[src/rtl/fetch_decode_queue.sv]
// Fetch-to-decode instruction queue: circular buffer of {pc, instr}
// with combinational field decode of the head entry.
module fetch_decode_queue #(
  parameter int XLEN  = 32,
  parameter int DEPTH = 4
) (
  input  logic                     clk,
  input  logic                     rst,
  input  logic                     flush,
  input  logic                     in_valid,
  output logic                     in_ready,
  input  logic [XLEN-1:0]          in_pc,
  input  logic [31:0]              in_instr,
  output logic                     out_valid,
  input  logic                     out_ready,
  output logic [XLEN-1:0]          out_pc,
  output logic [5:0]               opcode,
  output logic [5:0]               func,
  output logic [4:0]               src_reg1,
  output logic [4:0]               src_reg2,
  output logic [4:0]               dest_reg,
  output logic [4:0]               shamt,
  output logic [XLEN-1:0]          imm,
  output logic [XLEN-1:0]          imm2,
  output logic [$clog2(DEPTH):0]   count
);

  localparam int AW = $clog2(DEPTH);
  localparam int CW = AW + 1;

  typedef struct packed {
    logic [XLEN-1:0] pc;
    logic [31:0]     instr;
  } entry_t;

  entry_t          mem [DEPTH];
  logic [AW-1:0]   wr_ptr;
  logic [AW-1:0]   rd_ptr;
  logic            push;
  logic            pop;
  entry_t          head;
  logic [31:0]     h_instr;

  assign in_ready  = count < CW'(DEPTH);
  assign out_valid = count != '0;
  assign push      = in_valid & in_ready & ~flush;
  assign pop       = out_valid & out_ready & ~flush;

  always_ff @(posedge clk) begin
    if (rst) begin
      wr_ptr <= '0;
      rd_ptr <= '0;
      count  <= '0;
    end else if (flush) begin
      wr_ptr <= '0;
      rd_ptr <= '0;
      count  <= '0;
    end else begin
      if (push) wr_ptr <= wr_ptr + 1'b1;
      if (pop)  rd_ptr <= rd_ptr + 1'b1;
      count <= count + CW'(push) - CW'(pop);
    end
  end

  // Storage is not reset; the pointers alone define what is live.
  always_ff @(posedge clk) begin
    if (!rst && push) mem[wr_ptr] <= '{pc: in_pc, instr: in_instr};
  end

  assign head    = mem[rd_ptr];
  assign h_instr = out_valid ? head.instr : '0;
  assign out_pc  = out_valid ? head.pc : '0;

  assign opcode   = h_instr[31:26];
  assign src_reg1 = h_instr[25:21];
  assign src_reg2 = h_instr[20:16];
  assign dest_reg = h_instr[15:11];
  assign shamt    = h_instr[10:6];
  assign func     = h_instr[5:0];
  assign imm      = {{(XLEN-16){h_instr[15]}}, h_instr[15:0]};
  assign imm2     = {{(XLEN-26){h_instr[25]}}, h_instr[25:0]};

endmodule

[config.mk]
export PLATFORM = sky130hd
export DESIGN_NAME = fetch_decode_queue
export DESIGN_NICKNAME = d
export VERILOG_FILES = /design/src/rtl/fetch_decode_queue.sv
export SDC_FILE = /design/constraint.sdc
export NUM_CORES = 1
export LEC_CHECK = 0
export BUFFER_PORTS_ARGS = -buffer_cell sky130_fd_sc_hd__clkbuf_2
export CORE_ASPECT_RATIO = 1.25
export CORE_UTILIZATION = 52
export CTS_BUF_LIST = sky130_fd_sc_hd__clkbuf_2 sky130_fd_sc_hd__clkbuf_4 sky130_fd_sc_hd__clkbuf_8
export DETAILED_ROUTE_END_ITERATION = 6
export PLACE_DENSITY = 0.79
export RECOVER_POWER = 50
export SLEW_MARGIN = 10
export SYNTH_ARGS = -nofsm -noshare
export SYNTH_HDL_FRONTEND = slang
export SYNTH_SLANG_ARGS = --single-unit
[constraint.sdc]
create_clock -name clk -period 3.4 [get_ports clk]
set_clock_uncertainty 0.15 [all_clocks]
set_input_delay 0.34 -clock clk [delete_from_list [all_inputs] [get_ports clk]]
set_output_delay 0.34 -clock clk [all_outputs]
set_load 0.005 [all_outputs]
==> results of run 1 <==
[critical path: stages, from the launching register on]
cell	delay (ns)
dfxtp_1	0.38
nor3b_1	0.41
and2_1	1.50
buf_12	0.31
[flip-flops by register name, indices dropped and copies added, names as in the netlist, named ones only]
register	cells
wr_ptr	2
mem	256
rd_ptr	2
count	3
[report_power, final]
group / leakage (nW) / internal, W / switching, W
clock network: 0.385 / 0.00133 / 0.00111
logic: 1.68 / 0.000176 / 0.000171
registers: 2.39 / 0.00361 / 0.0000131
total: 4.45 / 0.00512 / 0.00129
[stage by stage]
step	setup WS (ns)	util	hold slack [ns]	cells	area (µm²)
after CTS	0.455	0.642	0.0339	1045	12900
final	0.293	0.638	0.0503	1046	12800
after detailed placement	0.679	0.573	0.368	914	11500
after floorplan	0.211	-	0.289	520	10700
after global routing	0.136	0.638	0.0609	1046	12800
after global placement	0.784	0.573	0.360	914	11500
[cell families (layout without fill, tap and decap cells)]
group | count (synthesis) | in the layout | share of synthesized area
AO/OA/AOI/OAI | 2 | 2 | 0.00152
XOR/XNOR | 5 | 5 | 0.00410
adder cells (fa/ha/maj) | 7 | 7 | 0.00890
buffers and inverters | 95 | 350 | 0.0667
flip-flops | 265 | 265 | 0.736
multiplexers | 65 | 65 | 0.137
other | 0 | 1 | 0
AND/OR/NAND/NOR | 81 | 81 | 0.0455
[layout make-up]
cell class	instances	area, µm²	share of cell area
flip-flops and latches	265	7880	0.614
multi-input cells	160	2110	0.165
repair buffers	274	1710	0.133
clock buffers	49	612	0.0477
well taps	270	338	0.0264
clock inverters	18	136	0.0106
inverters	9	33.8	0.00264
diodes	1	2.50	0.000195
[what timing repair did]
item / 4_1_cts / 5_1_grt
hold endpoints to repair: 256 / 0
setup buffers: 0 / 0
resized for setup: 0 / 0
hold buffers: 64 / 0
setup endpoints to repair: 0 / 0
[placed cells by master (no fill, tap or decap)]
master and n:
o311ai_0 1, xnor2_1 3, diode_2 1, mux2i_1 1, or2_2 1, nor3b_1 2, nor2_1 9, clkbuf_1 65
clkinvlp_4 3, dlygate4sd3_1 64, mux4_1 4, buf_12 6, clkbuf_2 136, o31ai_1 1, fa_1 1, edfxtp_1 256
or3_2 1, bufinv_16 2, clkbuf_4 10, mux4_2 60, and2_1 65, inv_1 9, clkinv_1 9, xor2_1 2
and2_4 1, dfxtp_4 2, clkinv_2 4, clkbuf_8 39, and2_2 2, buf_4 3, ha_1 6, dfxtp_1 7
[how the worst max path moves through the flow]
stage                         from         end  slack (ns)  depth (start not counted)
after global routing      count[2]  mem[2][52]        0.14                          3
after floorplan              flush   mem[1][0]        0.21                          4
final                     count[2]  mem[2][52]        0.29                          3
after detailed placement     flush  mem[1][38]        0.68                          5
after CTS                 count[2]    imm2[25]        0.46                          4
after global placement       flush  mem[1][52]        0.78                          5
[metal layers]
metal	track usage	vias to the layer above
met3	0.0385	46
met1	0.248	2726
met2	0.326	229
li1	-	2419
met5	0	-
met4	0.0899	0
==> summary.md, run 1 <==
| Metric | Value |
|---|---|
| Fin Setup TNS | `0 ns` |
| Worst EP arrival | `3.16 ns` |
| Wire per inst | `19.2 µm` |
| Mean post-synth cell area | `20.6 µm²` |
| Overflow after GRT | `0` |
| Nets | `823` |
| Die X | `130 µm` |
| Ys flop type | `edfxtp_1` |
| Post-synthesis cell count | `520` |
| Number of DRC markers in iteration 0 | `383` |
| Die area | `21100 µm²` |
| Area contributors post-synth | `edfxtp_1 72%, mux4_2 13%, buf_4 4.5%` |
| CP Class | `reg2reg` |
| Final setup vio count | `0` |
| Fillcell total | `1379` |
| CP endpoint kind | `flip-flop` |
| Reg2reg start | `count[2]` |
| R2R cell count | `3` |
| Clk sink count | `265` |
| CTS Buf Count | `37` |
| Synthesis-to-finish area growth | `19.9%` |
| Max clock buf depth | `3` |
| Violated checks | `capacitance limit, slew limit` |
| Dominant cell type by area after synthesis | `edfxtp_1` |
| Ports | `202` |
| Num rows | `58` |
| Async S/R FF share, synth | `0` |
| Number of global-route vias before repair | `5602` |
| Slew HR | `-0.299` |
| Met3 WL | `1120 µm` |
| Pwr Total | `0.00641 W` |
| Die Y | `162 µm` |
| Worst Tran Pin Value | `1.95 ns` |
| Crit Reg-Reg Endpoint | `mem[2][52]` |
| WL final | `20100 µm` |
| FF+latch count, synth | `265` |
| Final hold viol count | `0` |
| Via count | `5420` |
| Worst vdd ir | `0.000418 V` |
| CTS Root Cell | `clkbuf_8` |
| Maxcap violations | `1` |
| Post-synth EDFFs | `256` |
| Synth top cells by count | `256 x edfxtp_1, 68 x and2_1, 64 x buf_4` |
| Initial antenna violation count | `2` |
| Metal-1 WL | `7900 µm` |
| Mapped Area | `10700 µm²` |
| Worst hold path type | `in2reg` |
| Hold Path Depth | `3` |
| Gpl congestion | `0.795` |
| First-pass GRT wire length | `30700 µm` |
| Post-synthesis sequential area ratio | `0.736` |
| Final slew viol count | `38` |
| Lkg Pwr | `4.45 nW` |
| First-pass detailed-route iteration total | `5` |
| Vias/cell | `5.18` |
| RSZ-0062 raised after global routing | `false` |
| Core ar. | `20100 µm²` |
| Layout cells sized above 1 | `0.348` |
| Run status | `finished with violations` |
| Largest net degree at the start of global routing | `50` |
| Min-Delay Startpoint | `rst` |
| Routed Antenna Nets | `0` |
| Port bufs | `201` |
| Yosys Warn Count | `0` |
| Total GRT Usage | `0.196` |
| WP data required | `3.45 ns` |
| Post-route minimum period | `3.11 ns` |
| Maximum fanout along the worst path | `38` |
| Synthesized Nets | `596` |
| Count leader, synth | `edfxtp_1` |
| Period utilization | `0.914` |
| Crit path launch type | `flip-flop` |
| CTS tree | `done` |
| Max Freq | `322 MHz` |
| Reg2reg setup slack | `0.29 ns` |
| CTS clk-pin slew, worst paths | `0.06 ns` |
| Synth top area share | `0.719` |
| Distinct cells, synth | `23` |
| Worst Hold Path EP | `count[1]` |
| CTS H-tree depth | `2` |
| Skew-Pair Late Insertion Delay | `0.49 ns` |
| Post-DP HPWL | `12300 µm` |
| PwrDens | `500 nW/µm²` |
| Top layer in use | `met4` |
| DRC | `0` |
| Met2 wire len | `10500 µm` |
| Initial core utilization | `0.532` |
Power figures use the tool's default switching activity.
==> run 2, diff against run 1 <==
--- a/config.mk
+++ b/config.mk
@@ -6,7 +6,7 @@
 export NUM_CORES = 1
 export LEC_CHECK = 0
 export BUFFER_PORTS_ARGS = -buffer_cell sky130_fd_sc_hd__clkbuf_2
-export CORE_ASPECT_RATIO = 1.25
+export CORE_ASPECT_RATIO = 1.2
 export CORE_UTILIZATION = 52
 export CTS_BUF_LIST = sky130_fd_sc_hd__clkbuf_2 sky130_fd_sc_hd__clkbuf_4 sky130_fd_sc_hd__clkbuf_8
 export DETAILED_ROUTE_END_ITERATION = 6
==> summary.md, run 2 (synthesis results as in run 1) <==
| Metric | Value |
|---|---|
| Run status | `finished with violations` |
| Violated checks | `capacitance limit, slew limit` |
| Multi-input logic area | `2110 µm²` |
| Worst vdd ir | `0.000269 V` |
| Largest net degree at the start of global routing | `48` |
| Final hold viol count | `0` |
| Net Switching | `0.00131 W` |
| Maxcap violations | `2` |
| Hold WS | `0.0533 ns` |
| Register area | `7880 µm²` |
| Most frequent cells in the layout | `256 x edfxtp_1, 135 x clkbuf_2, 66 x clkbuf_1, 65 x and2_1, 64 x dlygate4sd3_1` |
| Most common cell after layout, fill and taps aside | `edfxtp_1` |
| Vias/cell | `5.16` |
| Met1 usage | `0.250` |
| Int Pwr | `0.00501 W` |
| PwrDens | `493 nW/µm²` |
| Nets | `829` |
| Die Y | `159 µm` |
| Slowest-stage cell, CP | `and2_0` |
| Die area | `21100 µm²` |
| Lkg Pwr | `4.46 nW` |
| Post-DP HPWL | `12400 µm` |
| CTS tree | `done` |
| Initial antenna violation count | `2` |
| CP endpoint kind | `flip-flop` |
| RSZ-0062 raised after global routing | `false` |
| CTS Buf Count | `38` |
| Worst EP arrival | `3.00 ns` |
| Overflow after GRT | `0` |
| CTS Root Cell | `clkbuf_8` |
| Number of DRC markers in iteration 0 | `337` |
| Synthesis-to-finish area growth | `20.0%` |
| Post-cts resize count | `0` |
| Fillcell total | `1401` |
| Largest stage delay on the critical path | `1.29 ns` |
| Period utilization | `0.872` |
| Number of global-route vias before repair | `5742` |
| Wire per inst | `18.7 µm` |
| Via count | `5415` |
| Core ar. | `20200 µm²` |
| Routed Antenna Nets | `0` |
| Number of flip-flops in the largest register | `256` |
| Maximum fanout along the worst path | `21` |
| Skew-Pair Late Insertion Delay | `0.50 ns` |
| CP Class | `reg2reg` |
| Final slew viol count | `42` |
| Cell area after placement | `11500 µm²` |
| Gpl congestion | `0.746` |
| Max clock buf depth | `3` |
| Fin util | `0.636` |
| Max Freq | `337 MHz` |
| Delay-heaviest family, CP | `simple AND/OR/NAND/NOR gates` |
| Largest registers | `mem (256), count (3)` |
| CTS H-tree depth | `2` |
| Logic pwr share | `0.055` |
| Crit path buffers/inverters | `1` |
| Clk pwr share | `0.372` |
| CTS clk-pin slew, worst paths | `0.07 ns` |
| Met3 Use GR | `0.0328` |
| WP data required | `3.43 ns` |
| Total GRT Usage | `0.191` |
| GR peak layer | `met2` |
| Port bufs | `201` |
| Slew HR | `-0.0930` |
| Initial core utilization | `0.530` |
| Fin Setup TNS | `0 ns` |
| Crit path launch type | `flip-flop` |
| Cell breakdown of the critical path | `nor3b_1, and2_0, buf_4` |
| Ports | `202` |
| WL final | `19700 µm` |
| Layout cells sized above 1 | `0.350` |
| Largest Register | `mem` |
| Num rows | `57` |
| Switching share of power | `0.207` |
| Seq pwr share | `0.573` |
| Post-route minimum period | `2.96 ns` |
| First-pass GRT wire length | `30800 µm` |
| Design area | `12800 µm²` |
| Die X | `133 µm` |
| Reg2reg setup slack | `0.44 ns` |
| First-pass detailed-route iteration total | `4` |
| DRC | `0` |
| Clk sink count | `265` |
| Worst Tran Pin Value | `1.64 ns` |
| Final setup vio count | `0` |
| Worst hold path type | `in2reg` |
| Grt met2 use | `0.319` |
==> run 2: changes by cell type in the layout (fill, tap and decap cells not counted) <==
| cell | delta |
|---|---|
| clkinv_2 | +6 |
| clkbuf_1 | +1 |
| clkbuf_4 | -4 |
| clkbuf_2 | -1 |
| and2_0 | +2 |
| and2_2 | -2 |
| clkinvlp_4 | +1 |
| bufinv_16 | -1 |
| buf_4 | +5 |
| diode_2 | +1 |
==> run 2: layout make-up <==
type,count,share of cell area
timing repair buffer,279,0.136
clock inverter,24,0.0112
multi-input combinational,160,0.165
antenna,2,0.000390
clock buffer,45,0.0454
inverter,9,0.00263
tap,265,0.0258
sequential,265,0.614
==> run 2: worst min-delay path: stages <==
cell and delay [ns]:
clkbuf_2 0.08, or2_2 0.19, nor2_1 0.06
==> run 2: worst paths after layout <==
path / startpoint / endpoint / cells past startpoint
max reg2reg: count[2] / mem[1][12] / 3
max: count[2] / mem[1][12] / 3
min reg2reg: rd_ptr[0] / rd_ptr[0] / 2
min: rst / count[0] / 3
==> run 2: layer usage <==
metal / routed length (µm) / part of all wire
met1: 7900 / 0.40
met2: 10200 / 0.52
met3: 1060 / 0.054
met4: 510 / 0.026
met5: 0 / 0
==> run 2: stage by stage <==
stage / instances / setup slack, ns / total power, W
floorplan: 520 / 0.211 / 0.00387
global placement: 914 / 0.939 / 0.00398
detailed placement: 914 / 0.856 / 0.00400
CTS: 1047 / 0.464 / 0.00638
global route: 1049 / 0.237 / 0.00653
finish: 1049 / 0.436 / 0.00633
==> run 2: timing repair <==
item,in CTS,in global routing
setup buffers,0,0
hold endpoints to repair,256,0
hold buffers,64,0
==> run 2: power groups by stage <==
| stage | logic (W) | registers (W) | clock network (W) |
|---|---|---|---|
| after global placement | 0.000293 | 0.00369 | 0 |
| after detailed placement | 0.000302 | 0.00369 | 0 |
| final | 0.000347 | 0.00362 | 0.00235 |
| after global routing | 0.000378 | 0.00363 | 0.00253 |
| after floorplan | 0.000178 | 0.00369 | 0 |
| after CTS | 0.000363 | 0.00362 | 0.00239 |
==> run 3, diff against run 2 <==
==> constraint.sdc (replaced) <==
create_clock -name clk -period 3.4 [get_ports clk]
set_clock_uncertainty 0.15 [all_clocks]
set_input_delay 0 -clock clk [delete_from_list [all_inputs] [get_ports clk]]
set_output_delay 0 -clock clk [all_outputs]
set_load 0.005 [all_outputs]
==> summary.md, run 3 (synthesis results as in run 1) <==
| Metric | Value |
|---|---|
| Run status | `finished, final reports clean` |
| Nets | `832` |
| Overflow after GRT | `0` |
| Initial antenna violation count | `0` |
| Final Non-Filler Cells | `1050` |
| Largest net degree at the start of global routing | `43` |
| Initial core utilization | `0.530` |
| Post-cts resize count | `0` |
| Placed insts | `911` |
| CTS Buf Count | `39` |
| Fin Setup TNS | `0 ns` |
| Worst hold path type | `in2reg` |
| Max Freq | `349 MHz` |
| Most common cell after layout, fill and taps aside | `edfxtp_1` |
| Ant diodes | `0` |
| Layout cells sized above 1 | `0.340` |
| Lkg Pwr | `4.50 nW` |
| Crit path launch type | `primary input` |
| Via count | `5438` |
| Total GRT Usage | `0.195` |
| Fillcell total | `1375` |
| Final hold viol count | `0` |
| Reg2reg setup slack | `0.62 ns` |
| Met2 wire len | `10500 µm` |
| RSZ-0062 raised after global routing | `false` |
| Port bufs | `201` |
| Worst Tran Pin Value | `1.44 ns` |
| Multi-input logic area | `2110 µm²` |
| Ports | `202` |
| Hold-fix buffers at CTS | `69` |
| Gpl congestion | `0.757` |
| CP endpoint kind | `flip-flop` |
| Met3 WL | `1150 µm` |
| Vias/cell | `5.18` |
| Num rows | `57` |
| Slew HR | `0.0372` |
| Die X | `133 µm` |
| First-pass GRT wire length | `31200 µm` |
| Setup WS post-layout | `0.536 ns` |
| CTS H-tree depth | `2` |
| Post-DP HPWL | `11900 µm` |
| Core ar. | `20200 µm²` |
| Wire per inst | `19.1 µm` |
| Number of flip-flops in the largest register | `256` |
| Register area | `7880 µm²` |
| PwrDens | `512 nW/µm²` |
| Die Y | `159 µm` |
| Hold WS | `0.136 ns` |
| Maximum fanout along the worst path | `39` |
| Dpl ws | `0.837 ns` |
| Largest registers | `mem (256), count (3)` |
| Final setup vio count | `0` |
| Synthesis-to-finish area growth | `20.7%` |
| First-pass detailed-route iteration total | `5` |
| Max clock buf depth | `3` |
| Worst EP arrival | `2.91 ns` |
| Setup Buffers After CTS | `0` |
| Clk sink count | `265` |
| Routed Antenna Nets | `0` |
| DRC | `0` |
| Die area | `21100 µm²` |
| CTS clk-pin slew, worst paths | `0.06 ns` |
| WP data required | `3.44 ns` |
| Number of DRC markers in iteration 0 | `308` |
| Most frequent cells in the layout | `256 x edfxtp_1, 133 x clkbuf_2, 69 x dlygate4sd3_1, 68 x and2_1, 68 x clkbuf_1` |
| Top layer in use | `met4` |
| Final slew viol count | `0` |
| Largest Register | `mem` |
| Worst vdd ir | `0.000257 V` |
| CTS Root Cell | `clkbuf_8` |
| Number of global-route vias before repair | `5875` |
| Metal-1 WL | `7830 µm` |
| CP Class | `in2reg` |
| Maxcap violations | `0` |
| CTS tree | `done` |
| Period utilization | `0.842` |
| Skew-Pair Late Insertion Delay | `0.51 ns` |
| WL final | `20000 µm` |
| Post-route minimum period | `2.86 ns` |
[run 3: cell types whose count changed in the layout (fill, tap and decap cells not counted), sizes merged]
| cell | previous run | this run |
|---|---|---|
| diode | 2 | 0 |
| clkinvlp | 4 | 1 |
| buf | 14 | 11 |
| bufinv | 1 | 4 |
| inv | 9 | 10 |
| dlygate4sd3 | 64 | 69 |
[run 3: path summary, 6_finish.rpt]
kind	endpoint	cells after the start	from
min reg2reg	flip-flop	2	rd_ptr[1]
max	mem[0][42]	6	flush
max reg2reg	mem[0][42]	3	count[2]
min	mem[3][57]	2	in_pc[25]
[run 3: power breakdown]
| part | switching, W | internal, W | total [W] | leakage [nW] |
|---|---|---|---|---|
| Combinational | 0.000170 | 0.000178 | 0.000348 | 1.69 |
| Clock | 0.00116 | 0.00147 | 0.00263 | 0.420 |
| Sequential | 0.0000133 | 0.00361 | 0.00363 | 2.39 |
[run 3: layer usage]
layer  GRT usage  vias to the layer above
met3      0.0372                       38
met5           0                        -
li1            -                     2443
met1       0.238                     2739
met4      0.0773                        0
met2       0.342                      218
[run 3: critical path, cell delays in order]
cell and delay (ns):
dlygate4sd3_1 0.54, clkbuf_1 0.14, or2_2 0.32, nor3b_1 0.37
and2_1 1.15, buf_12 0.36
[run 3: cell type report]
class	count	share of cell area
Timing Repair Buffer	281	0.135
Clock inverter	25	0.0169
Sequential cell	265	0.610
Multi-Input combinational cell	160	0.164
Clock buffer	45	0.0456
Inverter	9	0.00262
Tap cell	265	0.0257
[run 3: metrics by stage]
step / power (W) / instance area (µm²) / utilization
finish: 0.00660 / 12900 / 0.639
global route: 0.00681 / 12900 / 0.639
CTS: 0.00666 / 13000 / 0.644
detailed placement: 0.00399 / 11500 / 0.570
global placement: 0.00398 / 11500 / 0.570
floorplan: 0.00387 / 10700 / -
